### config.mk
export PLATFORM = sky130hd
export DESIGN_NAME = alarm_snooze_ctrl
export DESIGN_NICKNAME = d
export VERILOG_FILES = /design/src/rtl/alarm_pkg.sv /design/src/rtl/alarm_snooze_ctrl_btn_rise_det.sv /design/src/rtl/alarm_snooze_ctrl.sv
export SDC_FILE = /design/constraint.sdc
export NUM_CORES = 1
export LEC_CHECK = 0
export CELL_PAD_IN_SITES_DETAIL_PLACEMENT = 1
export CELL_PAD_IN_SITES_GLOBAL_PLACEMENT = 1
export CORE_ASPECT_RATIO = 1.25
export CORE_UTILIZATION = 42
export DETAILED_ROUTE_END_ITERATION = 8
export PLACE_DENSITY = 0.89
export REMOVE_ABC_BUFFERS = 1
export SLEW_MARGIN = 20
export SYNTH_ARGS = -nofsm -noshare
export SYNTH_HDL_FRONTEND = slang
export SYNTH_SLANG_ARGS = --single-unit
### constraint.sdc
create_clock -name clk_1s -period 2.3 [get_ports clk_1s]
set_input_delay 0.345 -clock clk_1s [delete_from_list [all_inputs] [get_ports clk_1s]]
set_output_delay 0.345 -clock clk_1s [all_outputs]
set_load 0.01 [all_outputs]
### src/rtl/alarm_pkg.sv
// Shared types and default constants for the alarm snooze/dismiss controller.
package alarm_pkg;

    typedef enum logic [1:0] {
        S_IDLE   = 2'd0,
        S_RING   = 2'd1,
        S_SNOOZE = 2'd2
    } snz_state_t;

    localparam int SNOOZE_SEC_D   = 300;
    localparam int MAX_SNOOZE_D   = 3;
    localparam int RING_TIMEOUT_D = 120;
    localparam int ESC_SEC_D      = 10;

    // Width needed to hold 0..max_val, never narrower than one bit.
    function automatic int cnt_width(input int max_val);
        return (max_val < 2) ? 1 : $clog2(max_val + 1);
    endfunction

endpackage

### src/rtl/alarm_snooze_ctrl_btn_rise_det.sv
// Rising-edge detector for an already-synchronised level: rise = d now and not d last edge.
module btn_rise_det (
    input  logic clk,
    input  logic reset,
    input  logic d,
    output logic rise
);

    logic prev_q;

    always_ff @(posedge clk or posedge reset) begin
        if (reset) begin
            prev_q <= 1'b0;
        end else begin
            prev_q <= d;
        end
    end

    assign rise = d & ~prev_q;

endmodule

### src/rtl/alarm_snooze_ctrl.sv
// Alarm buzzer controller: ring / snooze / dismiss / auto-timeout with stop_al handshake.
// Optional pulsed-beep start of ringing is enabled by defining SNOOZE_ESCALATE_EN.
module alarm_snooze_ctrl
    import alarm_pkg::*;
#(
    parameter int SNOOZE_SEC   = SNOOZE_SEC_D,
    parameter int MAX_SNOOZE   = MAX_SNOOZE_D,
    parameter int RING_TIMEOUT = RING_TIMEOUT_D,
    parameter int ESC_SEC      = ESC_SEC_D
) (
    input  logic                                clk_1s,
    input  logic                                reset,
    input  logic                                alarm_in,
    input  logic                                snooze_btn,
    input  logic                                dismiss_btn,
    output logic                                buzzer,
    output logic                                stop_al,
    output logic                                snoozing,
    output logic [$clog2(SNOOZE_SEC+1)-1:0]     snooze_left,
    output logic [cnt_width(MAX_SNOOZE)-1:0]    snoozes_used,
    output logic                                timed_out
);

    localparam int SW = $clog2(SNOOZE_SEC + 1);
    localparam int NW = cnt_width(MAX_SNOOZE);
    localparam int RW = $clog2(RING_TIMEOUT);

    localparam logic [SW-1:0] SNOOZE_FULL = SW'(SNOOZE_SEC);
    localparam logic [SW-1:0] SNOOZE_ONE  = SW'(1);
    localparam logic [NW-1:0] SNZ_LIMIT   = NW'(MAX_SNOOZE);
    localparam logic [RW-1:0] RING_LAST   = RW'(RING_TIMEOUT - 1);

`ifdef SNOOZE_ESCALATE_EN
    localparam bit ESC_EN = 1'b1;
`else
    localparam bit ESC_EN = 1'b0;
`endif

    // Bit order: 0 = alarm_in, 1 = snooze_btn, 2 = dismiss_btn
    logic [2:0] lvl;
    logic [2:0] rise;
    logic       alarm_rise;
    logic       snooze_rise;
    logic       dismiss_rise;

    assign lvl = {dismiss_btn, snooze_btn, alarm_in};

    for (genvar gi = 0; gi < 3; gi++) begin : g_rise
        btn_rise_det u_rise (
            .clk   (clk_1s),
            .reset (reset),
            .d     (lvl[gi]),
            .rise  (rise[gi])
        );
    end

    assign alarm_rise   = rise[0];
    assign snooze_rise  = rise[1];
    assign dismiss_rise = rise[2];

    snz_state_t      state_q, state_d;
    logic [RW-1:0]   ring_cnt_q, ring_cnt_d;
    logic [SW-1:0]   snooze_left_q, snooze_left_d;
    logic [NW-1:0]   snoozes_used_q, snoozes_used_d;
    logic            timed_out_q, timed_out_d;
    logic            stop_al_q, stop_al_d;
    logic            buzzer_q, buzzer_d;
    logic            snoozing_q, snoozing_d;
    logic            stop_ev;
    logic            beep_phase;

    always_comb begin
        state_d        = state_q;
        ring_cnt_d     = ring_cnt_q;
        snooze_left_d  = snooze_left_q;
        snoozes_used_d = snoozes_used_q;
        timed_out_d    = timed_out_q;
        stop_ev        = 1'b0;

        case (state_q)
            S_IDLE: begin
                if (alarm_rise) begin
                    state_d        = S_RING;
                    ring_cnt_d     = '0;
                    snoozes_used_d = '0;
                    timed_out_d    = 1'b0;
                end
            end

            S_RING: begin
                if (ring_cnt_q != RING_LAST) begin
                    ring_cnt_d = ring_cnt_q + 1'b1;
                end
                if (dismiss_rise) begin
                    state_d = S_IDLE;
                    stop_ev = 1'b1;
                end else if (snooze_rise && (snoozes_used_q < SNZ_LIMIT)) begin
                    state_d        = S_SNOOZE;
                    stop_ev        = 1'b1;
                    snooze_left_d  = SNOOZE_FULL;
                    snoozes_used_d = snoozes_used_q + 1'b1;
                end else if (ring_cnt_q == RING_LAST) begin
                    state_d     = S_IDLE;
                    stop_ev     = 1'b1;
                    timed_out_d = 1'b1;
                end
            end

            S_SNOOZE: begin
                if (snooze_left_q != '0) begin
                    snooze_left_d = snooze_left_q - 1'b1;
                end
                if (dismiss_rise) begin
                    state_d       = S_IDLE;
                    stop_ev       = 1'b1;
                    snooze_left_d = '0;
                end else if (snooze_left_q == SNOOZE_ONE) begin
                    // Internal re-ring: the core's Alarm was already cleared at snooze time.
                    state_d       = S_RING;
                    snooze_left_d = '0;
                    ring_cnt_d    = '0;
                end
            end

            default: begin
                state_d = S_IDLE;
            end
        endcase
    end

    // A transition right after a pulse (snooze then immediate dismiss) would stretch
    // stop_al to two cycles; the core latch is already clear then, so it is dropped.
    assign stop_al_d = stop_ev & ~stop_al_q;

    if (ESC_EN && (ESC_SEC > 0)) begin : g_esc
        assign beep_phase = (32'(ring_cnt_d) >= 32'($unsigned(ESC_SEC))) | ~ring_cnt_d[0];
    end else begin : g_cont
        assign beep_phase = 1'b1;
    end

    assign buzzer_d   = (state_d == S_RING) & beep_phase;
    assign snoozing_d = (state_d == S_SNOOZE);

    always_ff @(posedge clk_1s or posedge reset) begin
        if (reset) begin
            state_q        <= S_IDLE;
            ring_cnt_q     <= '0;
            snooze_left_q  <= '0;
            snoozes_used_q <= '0;
            timed_out_q    <= 1'b0;
            stop_al_q      <= 1'b0;
            buzzer_q       <= 1'b0;
            snoozing_q     <= 1'b0;
        end else begin
            state_q        <= state_d;
            ring_cnt_q     <= ring_cnt_d;
            snooze_left_q  <= snooze_left_d;
            snoozes_used_q <= snoozes_used_d;
            timed_out_q    <= timed_out_d;
            stop_al_q      <= stop_al_d;
            buzzer_q       <= buzzer_d;
            snoozing_q     <= snoozing_d;
        end
    end

    assign buzzer       = buzzer_q;
    assign stop_al      = stop_al_q;
    assign snoozing     = snoozing_q;
    assign snooze_left  = snooze_left_q;
    assign snoozes_used = snoozes_used_q;
    assign timed_out    = timed_out_q;

endmodule
==> results of run 1 <==
-- registers in the layout, indices dropped and copies added (netlist names) --
name / count
timed_out: 1
state_q: 2
stop_al: 1
g_rise.u_rise.prev_q: 3
buzzer: 1
snoozing: 1
snoozes_used: 2
snooze_left: 9
ring_cnt_q: 7
-- what timing repair did --
item	in CTS	in global routing
hold buffers	0	0
buffers inserted	1	0
endpoints found under the setup margin	1	14
hold endpoints to repair	0	0
gates resized for setup	0	5
pin swaps	1	2
-- report_power, final --
group	leakage, nW	internal (mW)	switching [mW]	total, mW
logic	0.516	0.553	0.593	1.15
clock network	0.0228	0.125	0.153	0.278
registers	0.351	0.594	0.134	0.728
-- metrics by stage --
step / TNS, ns / instances / util (%)
floorplan: 0 / 169 / -
global placement: -0.2203 / 247 / 55.39
detailed placement: -0.4487 / 247 / 55.39
CTS: 0 / 252 / 56.86
global route: -0.03709 / 252 / 57.74
finish: 0 / 252 / 57.74
-- cells in the mapped netlist (all sizes together), types with 4 or more instances --
master / instances
dfrtp: 27
nand2: 19
nand3: 12
nor2: 11
o21ai: 11
ha: 10
inv: 7
a21oi: 6
nand2b: 6
or4: 6
nor3: 5
o211ai: 5
o31ai: 5
a22o: 4
-- placed cells by master (no fill, tap or decap), types with 2 or more instances in the layout --
master                             n
sky130_fd_sc_hd__a21oi_1           6
sky130_fd_sc_hd__a22o_1            3
sky130_fd_sc_hd__a311oi_1          2
sky130_fd_sc_hd__buf_4            21
sky130_fd_sc_hd__clkbuf_8          3
sky130_fd_sc_hd__clkdlybuf4s50_1  19
sky130_fd_sc_hd__dfrtp_1          27
sky130_fd_sc_hd__ha_1              9
sky130_fd_sc_hd__inv_1             7
sky130_fd_sc_hd__mux2i_1           2
sky130_fd_sc_hd__nand2_1          19
sky130_fd_sc_hd__nand2b_1          6
sky130_fd_sc_hd__nand3_1          12
sky130_fd_sc_hd__nand3b_1          2
sky130_fd_sc_hd__nand4_1           2
sky130_fd_sc_hd__nor2_1           11
sky130_fd_sc_hd__nor2b_1           3
sky130_fd_sc_hd__nor3_1            5
sky130_fd_sc_hd__nor3b_1           2
sky130_fd_sc_hd__nor4_1            2
sky130_fd_sc_hd__o211ai_1          5
sky130_fd_sc_hd__o21ai_0          10
sky130_fd_sc_hd__o31ai_1           4
sky130_fd_sc_hd__or4_1             5
-- cell type report --
type | instances | area (um2)
repair buffers | 40 | 347.8
inverters | 7 | 26.28
flip-flops and latches | 27 | 675.6
fillers | 429 | 1510
clock buffers | 4 | 45.04
well taps | 39 | 48.80
multi-input cells | 135 | 919.6
-- logic make-up (layout without fill, tap and decap cells) --
kind of cell,after synthesis,after routing,synth area share (%)
flip-flops,27,27,42.06
AND/OR/NAND/NOR,79,79,26.87
adder cells (fa/ha/maj),10,10,7.788
XOR/XNOR,1,1,0.5453
AO/OA/AOI/OAI,43,43,18.85
buffers and inverters,11,51,2.648
multiplexers,2,2,1.246
-- layer usage --
metal	track usage [%]	up-vias
li1	-	722
met1	26.57	778
met2	50.46	32
met3	2.559	14
met4	12.47	0
met5	0	-
-- path summary, 6_finish.rpt --
path	from	end
max in group asynchronous	reset	ring_cnt_q[5]
hold reg to reg	stop_al	stop_al
min in group clk_1s	stop_al	stop_al
setup reg to reg	snoozes_used[1]	snooze_left[7]
setup / recovery	snoozes_used[1]	snooze_left[7]
hold / removal	reset	g_rise[2].u_rise.prev_q
==> run summary, run 1 <==
Measured against its own limit, the worst slew margin works out to 57.23%. Once the floorplan was initialized, standard cells occupied 44.96% of the core. Clock latency reported for the late side of the worst-skew pair: 0.28 ns.

In the routed design, unresolved DRC markers number 5. Detailed placement ended at an HPWL of 3717 um. Row generation in the floorplan step produced 24 rows. The cell area that synthesis handed to floorplanning was 1607 um2.

The number of top-level pins was 20. Number of violations reported at the end of detailed-routing iteration 0: 91. The tools report the sum of routed wire segments on met1 as 1841 um.

Yosys attributes the largest share of cell area to sky130_fd_sc_hd__dfrtp_1, sky130_fd_sc_hd__ha_1, sky130_fd_sc_hd__nand2_1. For this design the static power due to leakage is 0.8899 nW. The slowest library cell on the worst path is sky130_fd_sc_hd__or4_1.

The synthesized area divided by synthesized cell count was 9.286 um2. The logs give 6 for the number of optimization iterations in the first detailed-route pass and 2718 um for the sum of met2 wire segment lengths after detailed routing. STA puts the critical path data required time at 2.51 ns. For the worst flop-to-flop path, the logic depth is 6.

0 antenna diodes ended up in the layout. For the worst hold slack, the log shows 0.3557 ns. In this run the register-to-register setup slack is 0.10 ns. The die is 71.15 um tall. The net count of the finished layout is 229. On the critical path the largest part of the delay comes from simple AND/OR/NAND/NOR gates.

In this run the horizontal extent of the chip is 57.32 um. After synthesis, the share of flip-flops with an asynchronous set or reset is 100.0%. The worst-case setup slack after placement is -0.1645 ns, and the wire length of the first global-routing pass is 8038 um.

The tools report the final worst-path setup slack as 0.1005 ns. The top cell type's share of synthesized area works out to 42.06%. The flow ran to the end, but the final reports show violations. Detailed-route vias per instance: 6.135. The number of hold violations in the final report is 0. The tools report the maximum number of pins on one net before global-route repair as 18. The tools report the root buffer cell as sky130_fd_sc_hd__clkbuf_8. Traced cell by cell, the critical path runs through ha_1 > or3b_1 > o31ai_2 > o21ai_1 > or4_1 > a21oi_1. Buffers inserted during clock tree synthesis total 3. The routed layout has 1546 vias. TritonCTS built the clock tree. For the worst setup path, the data arrival time is 2.41 ns. The peak ir drop on the vdd network is 0.0004082 V.

The floorplan step defined a die boundary enclosing 4078 um2. After detailed routing, the average wire length per cell comes to 19.02 um. Based on the critical path, the design can be clocked at up to 0.4546 GHz.

Routability-driven placement finished with a final weighted congestion of 0.8281. Summed over all instances, the cell type with the most area after synthesis is sky130_fd_sc_hd__dfrtp_1. Across every metal layer, demand over resource in global routing totals 25.76%. The run gives 1 as the number of H-tree branching levels. The worst setup path is of the reg -> reg kind. After technology mapping, the gate count stands at 173. The delay contributed by the slowest stage of the critical path was 0.50 ns. The top flip-flop cell by instance count after synthesis is sky130_fd_sc_hd__dfrtp_1. The Yosys step of the flow raised 0 warnings. The cell area after placement came out at 1979 um2. The worst-case clock buffer depth is 2.

The peak fanout along the critical path is 4, and the number of global-route vias before repair is 1724. The maximum clock skew at final layout came out at 0.003376 ns. The total power per unit cell area was 1043 nW/um2; the number of violations of the max-capacitance limit was 0. From synthesis to final layout, the design area changed by 28.43%.

After synthesis the netlist holds a flip-flop and latch count of 27. The count of flip-flops with a built-in enable after synthesis was 0. The worst-margin pin slew works out to 0.6367 ns.

Dividing the final minimum period by the clock period gives 95.63%. After layout, the minimum clock period comes to 2.200 ns. The number of buffers added on ports works out to 19.

The logs give 85 um for the met3 wirelength from detailed routing and 27 for the clock sink count. Fraction of layout cells with a size suffix above 1: 15.96%. Setup violations remaining at the end of the flow were counted as 0.

After synthesis, flip-flops and latches occupy 42.06% of the total area. The netlist uses 46 different library cells. Setup repair after global routing could not meet its margin everywhere. The checks that failed: DRC. The total overflow left after global routing is 0. After clock tree synthesis, the clock-pin slew on the worst setup and hold paths is 0.09 ns. The count of nets left with antenna violations once routing finished came out at 0.

The highest routed metal layer was met4. The number of cells on the critical path is 6, and the total detailed-routing wirelength is 4794 um. STA classifies the critical path endpoint as a register. The number of buffer and inverter stages on the critical path works out to 0. Area of all placed cells without fillers: 2063 um2. For the initial antenna violation count, the log shows 0. In this run the worst hold path is classified as in -> async. The run gives 2.151 mW as the total design power. The area inside the core boundary was 3573 um2; the max-slew violation total from the final report was 0.

The worst setup path is launched from a register.
(Power assumes the default switching activity.)
==> run 2: changes to the inputs <==
Settings changed: CORE_MARGIN from default to 2, HOLD_SLACK_MARGIN from default to 0.05.
==> run summary, run 2 (synthesis results as in run 1) <==
For the total of fill cells in the finished design, the log shows 423 (was 429). The flow ran to the end, and the final reports show no timing, DRC or antenna violations. The maximum clock skew at final layout was 0.005245 ns (was 0.003376 ns); the share of the core filled with cells in the final layout was 55.46% (was 57.74%).

The clock transition at the registers of the reported paths was 0.09 ns (about the same). Number of buffers inserted during clock tree synthesis: 3 (unchanged). The final critical-path share of the clock period was 95.03% (was 95.63%). The starting density of the core came out at 43.16% (was 44.96%). The area inside the core boundary came out at 3722 um2 (was 3573 um2). The tools report the number of violations of the max-capacitance limit as 0 (unchanged). The total design power came out at 2.183 mW (was 2.151 mW). The launching element of the worst setup path is snooze_left[1] (was snoozes_used[1]). The achievable clock frequency was 0.4575 GHz (was 0.4546 GHz). The number of buffers added on ports was 19 (unchanged); the HPWL after detailed placement was 3530 um (was 3717 um).

Beginning of the worst register-to-register path: snooze_left[1] (was snoozes_used[1]). Remaining antenna violation count: 0 (unchanged). Setup repair after global routing left no endpoint under its margin. The height of the chip works out to 73.15 um (was 71.15 um). The logs give 2.40 ns (was 2.41 ns) for the worst path arrival time and 4786 um (was 4794 um) for the total detailed-routing wirelength.

The path depth of the worst reg2reg path was 7 (was 6); the detailed-route vias per instance was 6.164 (was 6.135). The required time reported for the critical path endpoint is 2.51 ns (about the same), and the number of global-route vias before repair is 1628 (was 1724). The residual DRC count was 0 (was 5); the initial antenna violation count was 0 (unchanged).

For the post-layout net count, the log shows 226 (was 229). The fraction of layout cells with a size suffix above 1 is 16.19% (was 15.96%), and the number of H-tree branching levels is 1 (unchanged). Sort of element at the start of the critical path: a register (unchanged).

Post-synthesis to final-layout area growth: 28.50% (was 28.43%). The slowest library cell on the worst path was sky130_fd_sc_hd__or3b_4 (was sky130_fd_sc_hd__or4_1). The maximum number of pins on one net before global-route repair was 28 (was 18); the clock period minus worst slack was 2.186 ns (was 2.200 ns).

Critical path cell sequence: inv_1 > ha_4 > or3b_4 > o41ai_4 > nand3b_2 > or4_1 > nand3_1 (was ha_1 > or3b_1 > o31ai_2 > o21ai_1 > or4_1 > a21oi_1). The tools report the total grt overflow as 0 (unchanged). The wire length of the first global-routing pass is 7631 um (was 8038 um), and the worst-margin pin slew is 0.5802 ns (was 0.6367 ns).

The critical register-to-register path endpoint was ring_cnt_q[0] (was snooze_left[7]). The worst-case clock buffer depth was 2 (unchanged). The logs give 0.8762 (was 0.8281) for the weighted congestion at the end of routability-driven global placement and 0 (unchanged) for the total of endpoints with negative setup slack in the final report. The max-slew violation total from the final report came out at 0 (unchanged). The clock sink count was 27 (unchanged). The routed via count is 1541 (was 1546), and the die outline width is 59.32 um (was 57.32 um). The total track usage is 23.45% (was 25.76%), and the average routed wire per standard cell is 19.14 um (was 19.02 um).

The peak ir drop on the vdd network came out at 0.0003683 V (was 0.0004082 V). The logs give 0.8798 nW (was 0.8899 nW) for the leakage power figure and 4339 um2 (was 4078 um2) for the die footprint. The number of optimization iterations in the first detailed-route pass is 4 (was 6), and the number of diodes added for antenna fixing is 0 (unchanged).

Number of flip-flops in the largest register: 9 (unchanged). The most common cell after layout, fill and taps aside is sky130_fd_sc_hd__dfrtp_1 (unchanged). The number of violations reported at the end of detailed-routing iteration 0 came out at 71 (was 91). The root buffer cell was sky130_fd_sc_hd__clkbuf_8 (unchanged). The number of hold violations in the final report is 0 (unchanged), and the number of cells on the critical path is 7 (was 6). TritonCTS built the clock tree. The clock latency reported for the late side of the worst-skew pair is 0.27 ns (was 0.28 ns), and the total power per unit cell area is 1057 nW/um2 (was 1043 nW/um2). The type of element capturing the critical path is a register (unchanged). Class of the most critical setup path: reg -> reg (unchanged). The number of buffer and inverter stages on the critical path works out to 1 (was 0).

Class of the most critical hold timing path: in -> async (unchanged). Critical path's top delay family: simple AND/OR/NAND/NOR gates (unchanged). The critical path endpoint is ring_cnt_q[0] (was snooze_left[7]).

The row count is 25 (was 24). The delay contributed by the slowest stage of the critical path works out to 0.41 ns (was 0.50 ns). The peak fanout along the critical path was 3 (was 4). Most used cells in the layout excluding fill and tap cells: sky130_fd_sc_hd__dfrtp_1, sky130_fd_sc_hd__nand2_1, sky130_fd_sc_hd__clkdlybuf4s50_1 (was sky130_fd_sc_hd__dfrtp_1, sky130_fd_sc_hd__buf_4, sky130_fd_sc_hd__nand2_1, sky130_fd_sc_hd__clkdlybuf4s50_1, sky130_fd_sc_hd__nand3_1). The relative slew slack was 61.24% (was 57.23%). Reg-to-reg setup timing slack: 0.11 ns (was 0.10 ns). Number of top-level pins: 20 (unchanged).
-- run 2: cell types whose count changed in the layout (fill, tap and decap cells not counted) --
cell and delta:
sky130_fd_sc_hd__nor3_2 +1, sky130_fd_sc_hd__nor3_1 -1, sky130_fd_sc_hd__buf_4 -3, sky130_fd_sc_hd__a211oi_1 -1, sky130_fd_sc_hd__o21ai_2 +1, sky130_fd_sc_hd__o21ai_1 -1
sky130_fd_sc_hd__o31ai_4 +1, sky130_fd_sc_hd__o31ai_2 -1, sky130_fd_sc_hd__a211oi_2 +1
-- run 2: what timing repair did --
item	4_1_cts	5_1_grt
pin swaps	0	2
gates resized for setup	1	8
setup endpoints to repair	1	9
setup buffers	0	1
hold buffers	0	0
-- run 2: routing by layer --
metal	global-route usage, %	routed length [um]	vias to the layer above
met3	2.660	94	12
met5	0	0	-
met1	23.60	1859	780
met4	9.091	139	0
li1	-	-	720
met2	46.76	2693	29
-- run 2: final cells by class --
class | instances | area [um2] | area share, %
Multi-Input combinational cell | 135 | 942.2 | 45.64
Tap cell | 40 | 50.05 | 2.424
Clock buffer | 4 | 45.04 | 2.182
Timing Repair Buffer | 37 | 325.3 | 15.76
Sequential cell | 27 | 675.6 | 32.73
Inverter | 7 | 26.28 | 1.273
-- run 2: worst min-delay path by stage --
stage                               to  slack, ns  cells after the start
6_report       g_rise[2].u_rise.prev_q       0.44                      3
5_1_grt                        stop_al       0.47                      1
4_1_cts                        stop_al       0.44                      1
3_5_place_dp                   stop_al       0.43                      1
3_3_place_gp                   stop_al       0.42                      1
2_1_floorplan  g_rise[0].u_rise.prev_q       0.38                      0
-- run 2: worst register-to-register path: cells and delay by family, from the launching register on --
family	cells	cell delay, ns
AO/OA/AOI/OAI	1	0.37
adder cells (fa/ha/maj)	1	0.17
buffers and inverters	1	0.14
flip-flops	1	0.39
AND/OR/NAND/NOR	4	1.06
-- run 2: through the flow --
stage | setup TNS, ns | setup WS (ns) | std cells | hold slack [ns] | cell area, um2
after floorplan | 0 | 0.04534 | 169 | 0.3764 | 1590
after global placement | -0.1997 | -0.1035 | 245 | 0.4249 | 1958
after detailed placement | -0.5757 | -0.1781 | 245 | 0.4292 | 1958
after CTS | 0 | 0.01162 | 249 | 0.4422 | 2014
after global routing | 0 | 0.001734 | 250 | 0.4681 | 2064
final | 0 | 0.1142 | 250 | 0.4358 | 2064
-- run 2: power breakdown --
group / total (mW) / internal (mW) / switching (mW)
Sequential: 0.748 / 0.593 / 0.155
Clock: 0.273 / 0.124 / 0.149
Combinational: 1.16 / 0.552 / 0.609
